## src/rtl/core2axi_pkg.sv

```systemverilog
// core2axi_pkg: shared constants and types for the core-to-AXI4 bridge.
//   - AXI response encodings and the fixed burst/size/cache attributes
//   - dir_e: direction of the accesses currently in flight
package core2axi_pkg;

  localparam logic [1:0] RESP_OKAY   = 2'b00;
  localparam logic [1:0] RESP_EXOKAY = 2'b01;
  localparam logic [1:0] RESP_SLVERR = 2'b10;
  localparam logic [1:0] RESP_DECERR = 2'b11;

  localparam logic [7:0] LEN_SINGLE  = 8'd0;
  localparam logic [2:0] SIZE_4B     = 3'b010;
  localparam logic [1:0] BURST_INCR  = 2'b01;
  localparam logic [3:0] CACHE_MOD   = 4'b0010;

  typedef enum logic {
    DIR_READ  = 1'b0,
    DIR_WRITE = 1'b1
  } dir_e;

  // SLVERR and DECERR both have bit 1 set; OKAY/EXOKAY do not.
  function automatic logic resp_is_err(input logic [1:0] resp);
    return resp[1];
  endfunction

endpackage

```

## src/rtl/core2axi_lane_fifo.sv

```systemverilog
// core2axi_lane_fifo: small synchronous FIFO holding the 32-bit lane index
// of each outstanding read, so the returning R beat can be steered.
// Ports:
//   clk, rst      clock, synchronous active-high reset (empties the FIFO)
//   push, din     write one entry (ignored when full)
//   pop           drop the head entry (ignored when empty)
//   dout          head entry
//   full, empty   status flags
module core2axi_lane_fifo #(
  parameter int DEPTH = 4,
  parameter int WIDTH = 1
) (
  input  logic             clk,
  input  logic             rst,
  input  logic             push,
  input  logic [WIDTH-1:0] din,
  input  logic             pop,
  output logic [WIDTH-1:0] dout,
  output logic             full,
  output logic             empty
);

  localparam int PW = (DEPTH > 1) ? $clog2(DEPTH) : 1;

  logic [WIDTH-1:0] mem [DEPTH];
  logic [PW-1:0]    wr_ptr;
  logic [PW-1:0]    rd_ptr;
  logic [PW:0]      count;
  logic             do_push;
  logic             do_pop;

  assign full    = (count == (PW+1)'(DEPTH));
  assign empty   = (count == '0);
  assign do_push = push && !full;
  assign do_pop  = pop && !empty;
  assign dout    = mem[rd_ptr];

  // Storage array; contents are don't-care while empty, so no reset.
  always_ff @(posedge clk) begin
    if (do_push) begin
      mem[wr_ptr] <= din;
    end
  end

  // Pointers and occupancy.
  always_ff @(posedge clk) begin
    if (rst) begin
      wr_ptr <= '0;
      rd_ptr <= '0;
      count  <= '0;
    end else begin
      if (do_push) begin
        wr_ptr <= (wr_ptr == PW'(DEPTH - 1)) ? '0 : wr_ptr + PW'(1);
      end
      if (do_pop) begin
        rd_ptr <= (rd_ptr == PW'(DEPTH - 1)) ? '0 : rd_ptr + PW'(1);
      end
      case ({do_push, do_pop})
        2'b10:   count <= count + (PW+1)'(1);
        2'b01:   count <= count - (PW+1)'(1);
        default: count <= count;
      endcase
    end
  end

endmodule

```

## src/rtl/core2axi_pipe.sv

```systemverilog
// core2axi_pipe: bridges a core req/gnt/rvalid data port onto single-beat
// AXI4 transactions with up to MAX_OUTSTANDING accesses of one direction in
// flight. All IDs are 0; ordering is kept by never mixing directions.
// Ports:
//   clk_i, rst_i          clock, synchronous active-high reset
//   data_*                core side: req/gnt handshake, in-order rvalid+err
//   aw_*, w_*, b_*        AXI4 write address / data / response channels
//   ar_*, r_*             AXI4 read address / data channels
module core2axi_pipe
  import core2axi_pkg::*;
#(
  parameter int AXI_ADDR_WIDTH  = 32,
  parameter int AXI_DATA_WIDTH  = 64,
  parameter int AXI_ID_WIDTH    = 16,
  parameter int AXI_USER_WIDTH  = 10,
  parameter int MAX_OUTSTANDING = 4
) (
  input  logic                        clk_i,
  input  logic                        rst_i,
  input  logic                        data_req_i,
  output logic                        data_gnt_o,
  output logic                        data_rvalid_o,
  output logic                        data_err_o,
  input  logic [AXI_ADDR_WIDTH-1:0]   data_addr_i,
  input  logic                        data_we_i,
  input  logic [3:0]                  data_be_i,
  input  logic [31:0]                 data_wdata_i,
  output logic [31:0]                 data_rdata_o,
  output logic [AXI_ID_WIDTH-1:0]     aw_id_o,
  output logic [AXI_ADDR_WIDTH-1:0]   aw_addr_o,
  output logic [7:0]                  aw_len_o,
  output logic [2:0]                  aw_size_o,
  output logic [1:0]                  aw_burst_o,
  output logic                        aw_lock_o,
  output logic [3:0]                  aw_cache_o,
  output logic [2:0]                  aw_prot_o,
  output logic [3:0]                  aw_region_o,
  output logic [AXI_USER_WIDTH-1:0]   aw_user_o,
  output logic [3:0]                  aw_qos_o,
  output logic                        aw_valid_o,
  input  logic                        aw_ready_i,
  output logic [AXI_DATA_WIDTH-1:0]   w_data_o,
  output logic [AXI_DATA_WIDTH/8-1:0] w_strb_o,
  output logic                        w_last_o,
  output logic [AXI_USER_WIDTH-1:0]   w_user_o,
  output logic                        w_valid_o,
  input  logic                        w_ready_i,
  input  logic [AXI_ID_WIDTH-1:0]     b_id_i,
  input  logic [1:0]                  b_resp_i,
  input  logic [AXI_USER_WIDTH-1:0]   b_user_i,
  input  logic                        b_valid_i,
  output logic                        b_ready_o,
  output logic [AXI_ID_WIDTH-1:0]     ar_id_o,
  output logic [AXI_ADDR_WIDTH-1:0]   ar_addr_o,
  output logic [7:0]                  ar_len_o,
  output logic [2:0]                  ar_size_o,
  output logic [1:0]                  ar_burst_o,
  output logic                        ar_lock_o,
  output logic [3:0]                  ar_cache_o,
  output logic [2:0]                  ar_prot_o,
  output logic [3:0]                  ar_region_o,
  output logic [AXI_USER_WIDTH-1:0]   ar_user_o,
  output logic [3:0]                  ar_qos_o,
  output logic                        ar_valid_o,
  input  logic                        ar_ready_i,
  input  logic [AXI_ID_WIDTH-1:0]     r_id_i,
  input  logic [AXI_DATA_WIDTH-1:0]   r_data_i,
  input  logic [1:0]                  r_resp_i,
  input  logic                        r_last_i,
  input  logic [AXI_USER_WIDTH-1:0]   r_user_i,
  input  logic                        r_valid_i,
  output logic                        r_ready_o
);

  localparam int NLANES = AXI_DATA_WIDTH / 32;
  localparam int OFF    = $clog2(AXI_DATA_WIDTH / 8);
  localparam int LANE_W = (OFF > 2) ? OFF - 2 : 1;
  localparam int CNT_W  = $clog2(MAX_OUTSTANDING) + 1;

`ifndef SYNTHESIS
  if (AXI_DATA_WIDTH != 32 && AXI_DATA_WIDTH != 64 && AXI_DATA_WIDTH != 128) begin : g_bad_width
    $error("core2axi_pipe: AXI_DATA_WIDTH must be 32, 64 or 128");
  end
`endif

  logic [CNT_W-1:0]  cnt_q;
  dir_e              dir_q;
  logic              aw_sent_q;
  logic              w_sent_q;
  dir_e              req_dir;
  logic              eligible;
  logic              aw_done;
  logic              w_done;
  logic              rd_gnt;
  logic              wr_gnt;
  logic              r_hs;
  logic              b_hs;
  logic [LANE_W-1:0] lane;
  logic [LANE_W-1:0] head_lane;
  logic              fifo_full;
  logic              fifo_empty;

  // Fixed AXI attributes.
  assign aw_id_o     = '0;
  assign aw_addr_o   = data_addr_i;
  assign aw_len_o    = LEN_SINGLE;
  assign aw_size_o   = SIZE_4B;
  assign aw_burst_o  = BURST_INCR;
  assign aw_lock_o   = 1'b0;
  assign aw_cache_o  = CACHE_MOD;
  assign aw_prot_o   = 3'b000;
  assign aw_region_o = 4'b0000;
  assign aw_user_o   = '1;
  assign aw_qos_o    = 4'b0000;
  assign ar_id_o     = '0;
  assign ar_addr_o   = data_addr_i;
  assign ar_len_o    = LEN_SINGLE;
  assign ar_size_o   = SIZE_4B;
  assign ar_burst_o  = BURST_INCR;
  assign ar_lock_o   = 1'b0;
  assign ar_cache_o  = CACHE_MOD;
  assign ar_prot_o   = 3'b000;
  assign ar_region_o = 4'b0000;
  assign ar_user_o   = '1;
  assign ar_qos_o    = 4'b0000;
  assign w_last_o    = 1'b1;
  assign w_user_o    = '0;

  // A request may only issue when the counter has room and it does not
  // change direction while earlier responses are still pending.
  assign req_dir  = data_we_i ? DIR_WRITE : DIR_READ;
  assign eligible = data_req_i && (cnt_q < CNT_W'(MAX_OUTSTANDING)) &&
                    ((cnt_q == '0) || (dir_q == req_dir));

  assign ar_valid_o = eligible && !data_we_i;
  assign aw_valid_o = eligible && data_we_i && !aw_sent_q;
  assign w_valid_o  = eligible && data_we_i && !w_sent_q;

  assign aw_done    = aw_sent_q || (aw_valid_o && aw_ready_i);
  assign w_done     = w_sent_q  || (w_valid_o  && w_ready_i);
  assign rd_gnt     = ar_valid_o && ar_ready_i;
  assign wr_gnt     = eligible && data_we_i && aw_done && w_done;
  assign data_gnt_o = rd_gnt || wr_gnt;

  assign r_ready_o = (cnt_q != '0) && (dir_q == DIR_READ);
  assign b_ready_o = (cnt_q != '0) && (dir_q == DIR_WRITE);
  assign r_hs      = r_ready_o && r_valid_i;
  assign b_hs      = b_ready_o && b_valid_i;

  assign data_rvalid_o = r_hs || b_hs;

  // Error flag comes from whichever response channel handshakes.
  always_comb begin
    data_err_o = 1'b0;
    if (r_hs) begin
      data_err_o = resp_is_err(r_resp_i);
    end else if (b_hs) begin
      data_err_o = resp_is_err(b_resp_i);
    end else begin
      data_err_o = 1'b0;
    end
  end

  if (OFF > 2) begin : g_lanes
    assign lane         = data_addr_i[OFF-1:2];
    assign data_rdata_o = r_data_i[{head_lane, 5'b00000} +: 32];
  end else begin : g_single_lane
    assign lane         = 1'b0;
    assign data_rdata_o = r_data_i[31:0];
  end

  assign w_data_o = {NLANES{data_wdata_i}};
  assign w_strb_o = (AXI_DATA_WIDTH/8)'(data_be_i) << {lane, 2'b00};

  core2axi_lane_fifo #(
    .DEPTH (MAX_OUTSTANDING),
    .WIDTH (LANE_W)
  ) u_lane_fifo (
    .clk   (clk_i),
    .rst   (rst_i),
    .push  (rd_gnt),
    .din   (lane),
    .pop   (r_hs),
    .dout  (head_lane),
    .full  (fifo_full),
    .empty (fifo_empty)
  );

  // Outstanding count, current direction and early AW/W completion flags.
  always_ff @(posedge clk_i) begin
    if (rst_i) begin
      cnt_q     <= '0;
      dir_q     <= DIR_READ;
      aw_sent_q <= 1'b0;
      w_sent_q  <= 1'b0;
    end else begin
      case ({data_gnt_o, data_rvalid_o})
        2'b10:   cnt_q <= cnt_q + CNT_W'(1);
        2'b01:   cnt_q <= cnt_q - CNT_W'(1);
        default: cnt_q <= cnt_q;
      endcase
      if (data_gnt_o) begin
        dir_q <= req_dir;
      end
      if (wr_gnt) begin
        aw_sent_q <= 1'b0;
        w_sent_q  <= 1'b0;
      end else begin
        if (aw_valid_o && aw_ready_i) begin
          aw_sent_q <= 1'b1;
        end
        if (w_valid_o && w_ready_i) begin
          w_sent_q <= 1'b1;
        end
      end
    end
  end

  // IDs, user fields, r_last and status flags carry no information here.
  logic unused_sink;
  assign unused_sink = ^{b_id_i, b_user_i, r_id_i, r_last_i, r_user_i,
                         fifo_full, fifo_empty};

endmodule

```

## config.mk

```make
export PLATFORM = sky130hd
export DESIGN_NAME = core2axi_pipe
export DESIGN_NICKNAME = d
export VERILOG_FILES = /design/src/rtl/core2axi_pkg.sv /design/src/rtl/core2axi_lane_fifo.sv /design/src/rtl/core2axi_pipe.sv
export SDC_FILE = /design/constraint.sdc
export NUM_CORES = 1
export LEC_CHECK = 0
export CORE_AREA = 2 2 191 193
export DETAILED_ROUTE_END_ITERATION = 8
export DIE_AREA = 0 0 193 195
export GPL_ROUTABILITY_DRIVEN = 0
export SYNTH_ARGS = -nofsm -noshare
export SYNTH_HDL_FRONTEND = slang
export SYNTH_SLANG_ARGS = --single-unit
```

## constraint.sdc

```tcl
create_clock -name clk_i -period 6.29 [get_ports clk_i]
set_input_delay 1.258 -clock clk_i [delete_from_list [all_inputs] [get_ports clk_i]]
set_output_delay 1.258 -clock clk_i [all_outputs]
set_load 0.1 [all_outputs]
```

==> impl_metrics.py <==
metrics = {
    "outcome": {
        "status": "complete, no violations",
    },
    "yosys": {
        "ys_ff_latch": 19,
        "synth.avg_cell_area_um2": 8.64,
        "ys_seq_area_frac": 0.121,
        "netlist_instances": 401,
        "ys_types": 38,
        "synth_edf_count": 4,
        "async_flop_share": 0,
        "synth_ff_type": "dfxtp_1",
        "synth_area_um2": 3470,
        "synth_warnings": 0,
    },
    "routing": {
        "wl_per_cell_um": 9.69,
        "drc": 0,
        "detail-route-antenna-nets": 0,
        "drt_pass1_iterations": 4,
        "drt_iter0_drc": 57,
        "wl_um": 8330,
        "viasPerCell": 2.35,
        "vias": 2016,
    },
    "hold_path": {
        "min_path_cells": 2,
        "min_to": "u_lane_fifo.rd_ptr[1]",
        "hold_path.class": "reg -> reg",
        "min_from": "u_lane_fifo.rd_ptr[1]",
    },
    "sta": {
        "period_share": 0.763,
        "rsz0062_at_grt": "false",
        "setup_violations": 0,
        "hold-worst-slack_ns": 0.508,
        "min_period_ns": 4.80,
        "setup_tns_ns": 0,
        "fin_ws_ns": 1.49,
        "finClkSkew_ns": 0.00161,
        "tightest_slew_ns": 1.07,
        "relSlewSlack": 0.287,
        "fmax_ghz": 0.208,
        "hold_viol": 0,
        "final_max_slew_viol_count": 0,
    },
    "cts": {
        "clkSinkCount": 19,
        "clk_latency_ns": 0.25,
        "cts-resized-gates": 0,
        "cts_root_buffer": "clkbuf_16",
        "cts_buffers": 3,
        "cts_buffer_depth": 2,
        "holdBufCountCts": 0,
        "cts.htree.levels": 1,
        "cts_tree": "yes",
        "postCtsSetupRepairBufs": 0,
        "path_clk_slew_ns": 0.05,
    },
    "cells_and_area": {
        "layout-drive-gt1-share": 0.106,
        "n_antenna_cell": 0,
        "finalNonFillerCells": 859,
        "syn_to_final_growth_pct": 14.0,
        "nets": 606,
        "fin_area_um2": 3950,
    },
    "global_route": {
        "grt_first_pass_wirelength_um": 10700,
        "antenna_found_initial": 0,
        "grt_pass1_vias": 1844,
        "grt_max_degree": 33,
        "grt-ovfl-total": 0,
        "grt_use_total": 0.0378,
    },
    "placed_design": {
        "place_ws_ns": 1.51,
        "placed_area_um2": 3870,
        "io_buffers": 129,
        "dpl.cell_count": 855,
        "hpwl_um": 6990,
    },
    "setup_path": {
        "required_ns": 5.03,
        "crit_top_cell": "clkdlybuf4s50_1",
        "critPathArrivalTime_ns": 3.54,
        "worstReg2RegEnd": "u_lane_fifo.count[2]",
        "slowest_delay_ns": 1.15,
        "start_kind": "input port",
        "path_buf_inv": 2,
        "r2r_slack_ns": 3.85,
        "slowest_stage": "clkdlybuf4s50_1",
        "worstReg2RegStart": "cnt_q[0]",
        "cp_max_fo": 4,
        "crit_type": "in -> out",
        "reg2reg_depth": 8,
        "cp_top_family": "buffers and inverters",
        "crit_path_end_kind": "output pin",
        "path_cells": "clkdlybuf4s50_1, nand4bb_1, or2_2, nand2_1, clkdlybuf4s50_1",
    },
    "die": {
        "initial_utilization": 0.0979,
        "rows": 69,
        "io-pin-count": 495,
        "fp.dieW_um": 193,
        "core_um2": 35400,
        "dieArea_um2": 37600,
        "die_h_um": 195,
    },
    "power": {
        "pwr-share-clk": 0.113,
        "switching_share": 0.658,
        "p_leak_nw": 1.58,
        "ir_worst_vdd_uv": 263,
        "p_per_area_nw_per_um2": 293,
        "internal-power_w": 0.000395,
        "p_sw_w": 0.000761,
        "p_seq_frac": 0.132,
        "pwr-share-comb": 0.754,
    },
    "flow_run": {
        "max-cap-violations": 0,
    },
}
## routing by layer
layer	part of all wire	track usage	wire (µm)
met1	0.32	0.0379	2700
met2	0.41	0.0514	3430
met3	0.16	0.0235	1370
met4	0.099	0.0390	821
met5	0	0	0
## how the worst max path moves through the flow
| stage | start | to | depth (start not counted) |
|---|---|---|---|
| 2_1_floorplan | data_we_i | ar_valid_o | 1 |
| 3_3_place_gp | data_we_i | data_gnt_o | 5 |
| 3_5_place_dp | data_we_i | data_gnt_o | 5 |
| 4_1_cts | data_we_i | data_gnt_o | 5 |
| 5_1_grt | data_we_i | data_gnt_o | 5 |
| 6_report | data_we_i | data_gnt_o | 5 |
## placed cells by master (no fill, tap or decap), types with 2 or more instances in the layout
| cell | netlist | final |
|---|---|---|
| and2_1 | 9 | 9 |
| mux2_2 | 4 | 4 |
| nand2b_1 | 3 | 3 |
| nor2b_1 | 6 | 6 |
| edfxtp_1 | 4 | 4 |
| nand3_1 | 2 | 2 |
| clkdlybuf4s50_1 | 0 | 129 |
| ha_1 | 7 | 7 |
| dfxtp_1 | 15 | 15 |
| nor2_1 | 11 | 11 |
| nor3_1 | 4 | 4 |
| a311oi_1 | 2 | 2 |
| mux2_4 | 30 | 30 |
| a21oi_1 | 6 | 6 |
| o31ai_1 | 2 | 2 |
| fa_1 | 2 | 2 |
| xor2_1 | 4 | 4 |
| o21ai_0 | 3 | 3 |
| a31oi_1 | 2 | 2 |
| inv_1 | 9 | 9 |
| or3_1 | 2 | 2 |
| nand2_1 | 2 | 2 |
| conb_1 | 2 | 121 |
| clkbuf_16 | 0 | 3 |
| mux2i_1 | 2 | 2 |
## power groups by stage
stage	clock [W]	sequential (W)	combinational [W]
floorplan	0	0.000150	0.00117
global placement	0	0.000155	0.000870
detailed placement	0	0.000155	0.000871
CTS	0.000134	0.000153	0.000874
global route	0.000138	0.000155	0.000906
finish	0.000131	0.000153	0.000872
## layout make-up
class / instances / area, µm²
Clock buffer: 3 / 75.1
Clock inverter: 1 / 5.00
Fill cell: 4078 / 31400
Inverter: 9 / 33.8
Multi-Input combinational cell: 236 / 1540
Sequential cell: 19 / 420
Tap cell: 461 / 577
Timing Repair Buffer: 130 / 1300
## synth_stat cells (6+ instances only)
library cell / number / area (µm²)
buf_4: 249 / 1870
ha_1: 7 / 87.6
dfxtp_1: 15 / 300
nor2_1: 11 / 41.3
nor2b_1: 6 / 37.5
a21oi_1: 6 / 30.0
mux2_4: 30 / 450
and2_1: 9 / 56.3
inv_1: 9 / 33.8
## stage by stage
stage / power (W) / utilization
5_1_grt: 0.00120 / 0.112
4_1_cts: 0.00116 / 0.112
2_1_floorplan: 0.00132 / -
3_5_place_dp: 0.00103 / 0.109
6_report: 0.00116 / 0.112
3_3_place_gp: 0.00102 / 0.109
## worst reg2reg max path: stages (launching register included)
cell and delay (ns):
dfxtp_1 0.42, nor3_1 0.14, nor3_1 0.47, ha_1 0.28, inv_1 0.07, fa_1 0.38, xor2_1 0.16, or3_1 0.30
a21oi_1 0.14
## kinds of logic (layout without fill, tap and decap cells)
| group | Yosys count | in the layout | synth area share |
|---|---|---|---|
| buf+inv | 265 | 143 | 0.563 |
| compound gates | 18 | 18 | 0.0329 |
| xor+xnor | 4 | 4 | 0.0101 |
| simple gates | 47 | 47 | 0.0783 |
| mux | 37 | 37 | 0.155 |
| flops | 19 | 19 | 0.121 |
| fa+ha+maj | 9 | 9 | 0.0368 |
| other cells | 2 | 121 | 0.00217 |
(Power assumes the default switching activity.)
